`config.mk`:
```
export PLATFORM = sky130hd
export DESIGN_NAME = temp_sampler
export DESIGN_NICKNAME = d
export VERILOG_FILES = /design/src/rtl/temp_sampler.sv
export SDC_FILE = /design/constraint.sdc
export NUM_CORES = 1
export LEC_CHECK = 0
export ABC_AREA = 1
export CAP_MARGIN = 10
export CORE_AREA = 2 2 65 67
export CTS_CLUSTER_DIAMETER = 50
export DETAILED_ROUTE_END_ITERATION = 10
export DIE_AREA = 0 0 67 69
export PLACE_DENSITY = 0.82
export SYNTH_ARGS = -nofsm -noshare
export SYNTH_HDL_FRONTEND = slang
export SYNTH_SLANG_ARGS = --single-unit
```
`constraint.sdc`:
```
create_clock -name clk -period 2.1 [get_ports clk]
set_input_delay 0.42 -clock clk [delete_from_list [all_inputs] [get_ports clk]]
set_output_delay 0.42 -clock clk [all_outputs]
set_load 0.01 [all_outputs]
```
`src/rtl/temp_sampler.sv`:
```
// Purpose : periodic serial temperature read, fault-frame rejection, optional 4-tap moving average.
// Latency : sensor/sample_valid update 20 cycles after the frame tick (tick at T, visible at T+20).
// Backpress: none; a tick arriving while a frame is in flight is dropped, never queued.
//
// Ports:
//   clk          - single clock, rising edge
//   rst          - asynchronous, active-low reset
//   sdo          - serial data from the sensor, MSB first
//   cs_n         - sensor chip select, active low (registered)
//   sclk         - serial clock, clk/2 during a frame (registered)
//   sensor       - signed 8-bit filtered temperature (registered, changes only with sample_valid)
//   sample_valid - one-cycle pulse in the cycle sensor takes a new value
//   fault        - sticky fault flag, set by an 8'h80 frame, cleared by the next accepted frame
// Build option: define TEMP_SAMPLER_AVG_EN to build the 4-tap moving average;
//   otherwise accepted frames are passed to sensor unfiltered with identical timing.
module temp_sampler #(
    parameter int unsigned       SAMPLE_DIV = 1000,
    parameter logic signed [7:0] RESET_TEMP = 8'sd25
) (
    input  logic              clk,
    input  logic              rst,
    input  logic              sdo,
    output logic              cs_n,
    output logic              sclk,
    output logic signed [7:0] sensor,
    output logic              sample_valid,
    output logic              fault
);

    typedef enum logic [2:0] {IDLE, SELECT, SHIFT, DONE, UPDATE} state_t;

    state_t            state;
    logic [15:0]       div_cnt;
    logic              tick;
    logic [2:0]        bit_cnt;
    logic              phase;
    logic [7:0]        shreg;
    logic              frame_ok;
    logic              accepted;
    logic signed [7:0] result;

    // Free-running divider; the wrap cycle is the frame tick.
    assign tick     = (div_cnt == 16'(SAMPLE_DIV - 1));
    assign frame_ok = (shreg != 8'h80);

    always_ff @(posedge clk or negedge rst) begin
        if (!rst) begin
            div_cnt <= '0;
        end else if (tick) begin
            div_cnt <= '0;
        end else begin
            div_cnt <= div_cnt + 16'd1;
        end
    end

`ifdef TEMP_SAMPLER_AVG_EN
    logic signed [7:0] win [4];
    logic [1:0]        wr_ptr;
    logic              win_full;
    logic signed [9:0] sum;

    // Window is written in DONE so the sum is settled when UPDATE registers it.
    always_ff @(posedge clk or negedge rst) begin
        if (!rst) begin
            for (int i = 0; i < 4; i++) win[i] <= '0;
            wr_ptr   <= '0;
            win_full <= 1'b0;
        end else if (state == DONE && frame_ok) begin
            if (!win_full) begin
                // First sample after reset preloads every tap so the output starts at the sample.
                for (int i = 0; i < 4; i++) win[i] <= shreg;
                wr_ptr   <= 2'd0;
                win_full <= 1'b1;
            end else begin
                win[wr_ptr] <= shreg;
                wr_ptr      <= wr_ptr + 2'd1;
            end
        end
    end

    always_comb begin
        sum = 10'(win[0]) + 10'(win[1]) + 10'(win[2]) + 10'(win[3]);
    end

    // Arithmetic shift floors toward -inf; the quotient of four 8-bit values always fits 8 bits.
    assign result = 8'(sum >>> 2);
`else
    logic signed [7:0] last_sample;

    always_ff @(posedge clk or negedge rst) begin
        if (!rst) begin
            last_sample <= '0;
        end else if (state == DONE && frame_ok) begin
            last_sample <= shreg;
        end
    end

    assign result = last_sample;
`endif

    always_ff @(posedge clk or negedge rst) begin
        if (!rst) begin
            state        <= IDLE;
            cs_n         <= 1'b1;
            sclk         <= 1'b0;
            bit_cnt      <= '0;
            phase        <= 1'b0;
            shreg        <= '0;
            accepted     <= 1'b0;
            sensor       <= RESET_TEMP;
            sample_valid <= 1'b0;
            fault        <= 1'b0;
        end else begin
            sample_valid <= 1'b0;
            case (state)
                IDLE: begin
                    if (tick) begin
                        state <= SELECT;
                        cs_n  <= 1'b0;
                        sclk  <= 1'b0;
                    end
                end
                SELECT: begin
                    state   <= SHIFT;
                    bit_cnt <= '0;
                    phase   <= 1'b0;
                end
                SHIFT: begin
                    if (!phase) begin
                        phase <= 1'b1;
                        sclk  <= 1'b1;
                    end else begin
                        // Sample at the end of the sclk-high cycle, when sdo is stable.
                        shreg <= {shreg[6:0], sdo};
                        phase <= 1'b0;
                        sclk  <= 1'b0;
                        if (bit_cnt == 3'd7) begin
                            state <= DONE;
                            cs_n  <= 1'b1;
                        end else begin
                            bit_cnt <= bit_cnt + 3'd1;
                        end
                    end
                end
                DONE: begin
                    accepted <= frame_ok;
                    fault    <= ~frame_ok;
                    state    <= UPDATE;
                end
                UPDATE: begin
                    if (accepted) begin
                        sensor       <= result;
                        sample_valid <= 1'b1;
                    end
                    state <= IDLE;
                end
                default: begin
                    state <= IDLE;
                    cs_n  <= 1'b1;
                    sclk  <= 1'b0;
                end
            endcase
        end
    end

endmodule

```
* Yosys cells after proc, flatten, opt, wreduce, memory -nomap -nowiden *
Index checks and enable logic that the tools add are counted.

storage, ports and cells
  bits in registers = 52
  input port bits = 3
  output and inout bits = 12
  word-level logic and storage cells = 54

cells by class
  add/subtract/negate cells = 2
  equality and inequality tests = 11
  multiplexer cells = 17
  bitwise logic cells = 2
  reduce and logical (&&, ||, !) cells = 10

operators by type and width
  operator                                               count
  adder 16 x 1 -> 16 bit, second input constant          1
  equality test 16 x 10 -> 1 bit, second input constant  1
  2-to-1 mux 16 bit                                      1
  2-to-1 mux 3 bit                                       5
  one-hot mux 3 bit (4 select lines)                     1
  inequality test 2 bit, second input constant           4
  inequality test 8 bit, second input constant           1
  equality test 3 x 2 -> 1 bit, second input constant    2
  equality test 3 bit, second input constant             2
  2-to-1 mux 1 bit                                       6
  one-hot mux 1 bit (3 select lines)                     2
  one-hot mux 3 bit (2 select lines)                     1
  AND reduction 2 bit                                    3
  AND reduction 3 bit                                    2
  AND reduction 4 bit                                    1
  adder 3 x 1 -> 3 bit, second input constant            1
  equality test 3 x 1 -> 1 bit, second input constant    1
  zero test 3 bit                                        1
  OR reduction 3 bit                                     1
  inverter 1 bit                                         2
  one-hot mux 1 bit (2 select lines)                     1
  nonzero test 2 bit                                     1
  logical AND 1 bit                                      1

* Depth between registers and ports, before layout *
  depth in word-level cells = 4
  mapped depth = 9
  mapped depth without buffers = 9

* Worst setup path before layout *
OpenSTA, ideal clock, no wires.

  path kind = reg2reg
  start point = register div_cnt[0]
  end point = register div_cnt[12]
  setup time = 118 ps
  data arrival time = 1200 ps
  required time = 1982 ps
  setup slack = 782 ps
  stages on the path, launching flop included = 7
  buffers on the path = 0
  clock period less this slack = 1318 ps
  path through = dfrtp_1 > ha_1 > nand2_1 > nor3_4 > nand3_1 > xor2_1 > inv_1

on the way
  word-level cells in the longest chain between the ends = 2
  elaborated cells on any way between the ends = 3
  classes of those cells = add/sub (1); eq/ne (1); mux (1)

ends and longest elaborated chain
  item                                                                             RTL line  source
  from (decl)                                                                      33        logic [15:0] div_cnt;
  from (signal assigned)                                                           52        div_cnt <= div_cnt + 16'd1;
  adder 16 x 1 -> 16 bit / equality test 16 x 10 -> 1 bit (equally long branches)  52, 43
  2-to-1 mux 16 bit (*)                                                            49        end else if (tick) begin

Every way passes the cells marked *; elsewhere a longest branch is shown, timed or not.
A chain may end at the register's enable or synchronous reset.

* Worst setup path in the final report *
  start point = register sensor[3]
  end point = output sensor[3]

RTL lines
  item                    RTL line  source
  from (decl)             25        output logic signed [7:0] sensor,
  from (signal assigned)  152       sensor <= result;

No word-level cell between the ends.

==> results.ini <==
[clocking]
insertion_delay_ns = 0.31
cts_buffer_depth = 2
post_cts_buffers = 0
h-tree-depth = 2
cts.sinks = 52
clk_pin_slew_ns = 0.10
cts_tree = done
root_buffer = clkbuf_8
ctsResizeCount = 0
cts_buffers = 5
postCtsHoldBufs = 0

[sta]
setup-tns-final_ns = 0
max_freq_mhz = 554
hold_viol = 0
final-setup-viol-count = 0
rsz0062_at_grt = false
slew_violations = 0
fin_skew_ns = 0.00921
slew_headroom = 0.562
finalCritPeriodShare = 0.860
finalCriticalPeriod_ns = 1.81
worst_pin_slew_ns = 0.656

[final_layout]
drive_gt1_frac = 0.0952
syn_to_final_growth_pct = 15.5
fillers = 330
nNetsFinal = 299
diodes = 0

[power_and_ir_drop]
p_leak_nw = 1.42
peakVddDrop_mv = 0.489
power.total_mw = 1.96
cellPowerDensity_mw_per_mm2 = 722

[route]
drc = 0
avgRoutedWirePerCell_um = 12.9
dr_total_vias = 1814
ant_nets = 0
viasPerCell = 5.27
drt_iter0_drc = 67
drt-pass1-iter-count = 4
wl_um = 4450

[critical_path]
worstPathArrival_ns = 1.39
reg2reg_setup_slack_ns = 0.57
timing.rr.start = div_cnt[0]
critPathMaxStageDelay_ns = 0.54
crit_fanout = 2
crit_family = flip-flops
critPathSlowestCell = dfstp_2
criticalPathCategory = reg2out
worstSetupStartpointType = register
endpoint = sensor[3]
worst-path-buf-inv = 1
worst_setup_path_end_kind = primary output
worstReg2RegEnd = div_cnt[12]
startpoint = sensor[3]
cp.depth = 1
worstPathRequired_ns = 1.68
r2r_cells = 6
path_cells = clkdlybuf4s50_1

[logic_synthesis]
synthFlopType = dfrtp_1
yosysSeqAreaShare = 0.556
syn_nets = 278
ys_warn_count = 0
netlist.area_leader.share = 0.511
synth_most_common_cell = nand2_1
synth_enable_flop_cells = 0
ys_types = 26
syn_area_per_cell_sq_um = 8.64
ys_top_cells_by_area = dfrtp_1, nand2_1, inv_1
synth-seq-cells = 52
synth.largest_area_cell = dfrtp_1
synth_common_cells = nand2_1, dfrtp_1, inv_1
async_reset_ff_frac = 1.00
netlist_area_sq_mm = 0.00235
synthCells = 272

[global_route]
grt_usage = 0.222
antenna_found_initial = 0
first_global_vias = 1846
grt_pass1_wl_um = 7930
grt_max_degree = 28
overflow = 0

[die]
num_rows = 23
die_area_sq_mm = 0.00462
io_pins = 15
core_sq_mm = 0.00391
die_y_um = 69
die_w_um = 67
initial_utilization = 0.600

[worst_hold_path]
min_path_type = in2async

[run_status]
status = finished clean

[placement]
port-buffer-count = 14
globalplace.congestion = 0.892
hpwlAfterDp_um = 3140

[flow_run]
drv_cap = 0

[flip-flops by register name (all words and copies together) (netlist names)]
signal	count
div_cnt	16
accepted	1
cs_n	1
shreg	8
sensor	8
sclk	1
last_sample	8
sample_valid	1
phase	1
fault	1
bit_cnt	3
state	3
[layout make-up]
class | instances | area [sq um] | area share
clock inverters | 3 | 90.1 | 0.0332
multi-input cells | 183 | 893 | 0.329
well taps | 50 | 62.6 | 0.0230
flip-flops and latches | 52 | 1310 | 0.481
inverters | 35 | 131 | 0.0484
clock buffers | 5 | 68.8 | 0.0253
repair buffers | 16 | 163 | 0.0599
[metrics by stage]
step,instance area [sq um],util,worst slack (ns),instances,hold WS [ns]
after floorplan,2350,-,0.782,272,0.124
after global placement,2560,0.653,0.651,336,0.444
after detailed placement,2560,0.653,0.607,336,0.457
after CTS,2720,0.694,0.292,344,0.147
after global routing,2720,0.694,0.269,344,0.180
final,2720,0.694,0.294,344,0.126
[power by group]
part,total [mW],internal (mW),switching (mW)
Sequential,1.00,1.00,0.000528
Clock,0.931,0.595,0.335
Combinational,0.0277,0.00644,0.0213
Total,1.96,1.60,0.357
[cell usage in the layout (no fill, tap or decap), drive strengths merged]
master	instances
nand2	87
dfrtp	48
inv	35
nor2	30
nand3	23
clkdlybuf4s50	13
o21ai	11
a21oi	7
xor2	6
nor3	6
clkbuf	5
dfstp	4
nand4	4
ha	3
bufinv	3
buf	3
mux2	2
o21bai	1
nor3b	1
o21a	1
o31ai	1
[cell families after synthesis]
kind of cell             synth area share
AO/OA/AOI/OAI                      0.0479
XOR/XNOR                           0.0224
adder cells (fa/ha/maj)            0.0160
buffers and inverters              0.0639
flip-flops                          0.556
multiplexers                      0.00958
AND/OR/NAND/NOR                     0.284
[worst min-delay path by stage]
stage / from / end / slack (ns) / cells after the start
final: rst / div_cnt[4] / 0.13 / 1
after CTS: rst / div_cnt[4] / 0.15 / 1
after global routing: rst / div_cnt[4] / 0.18 / 1
after floorplan: rst / accepted / 0.12 / 0
after global placement: div_cnt[0] / div_cnt[0] / 0.44 / 1
after detailed placement: div_cnt[0] / div_cnt[0] / 0.46 / 1
[metal layers]
layer / GRT usage / wire length, um / vias up
met3: 0.0343 / 83 / 9
met4: 0.0862 / 94 / 0
met5: 0 / 0 / -
met2: 0.373 / 2300 / 17
met1: 0.283 / 1980 / 890
li1: - / - / 898
(Power assumes the default switching activity.)
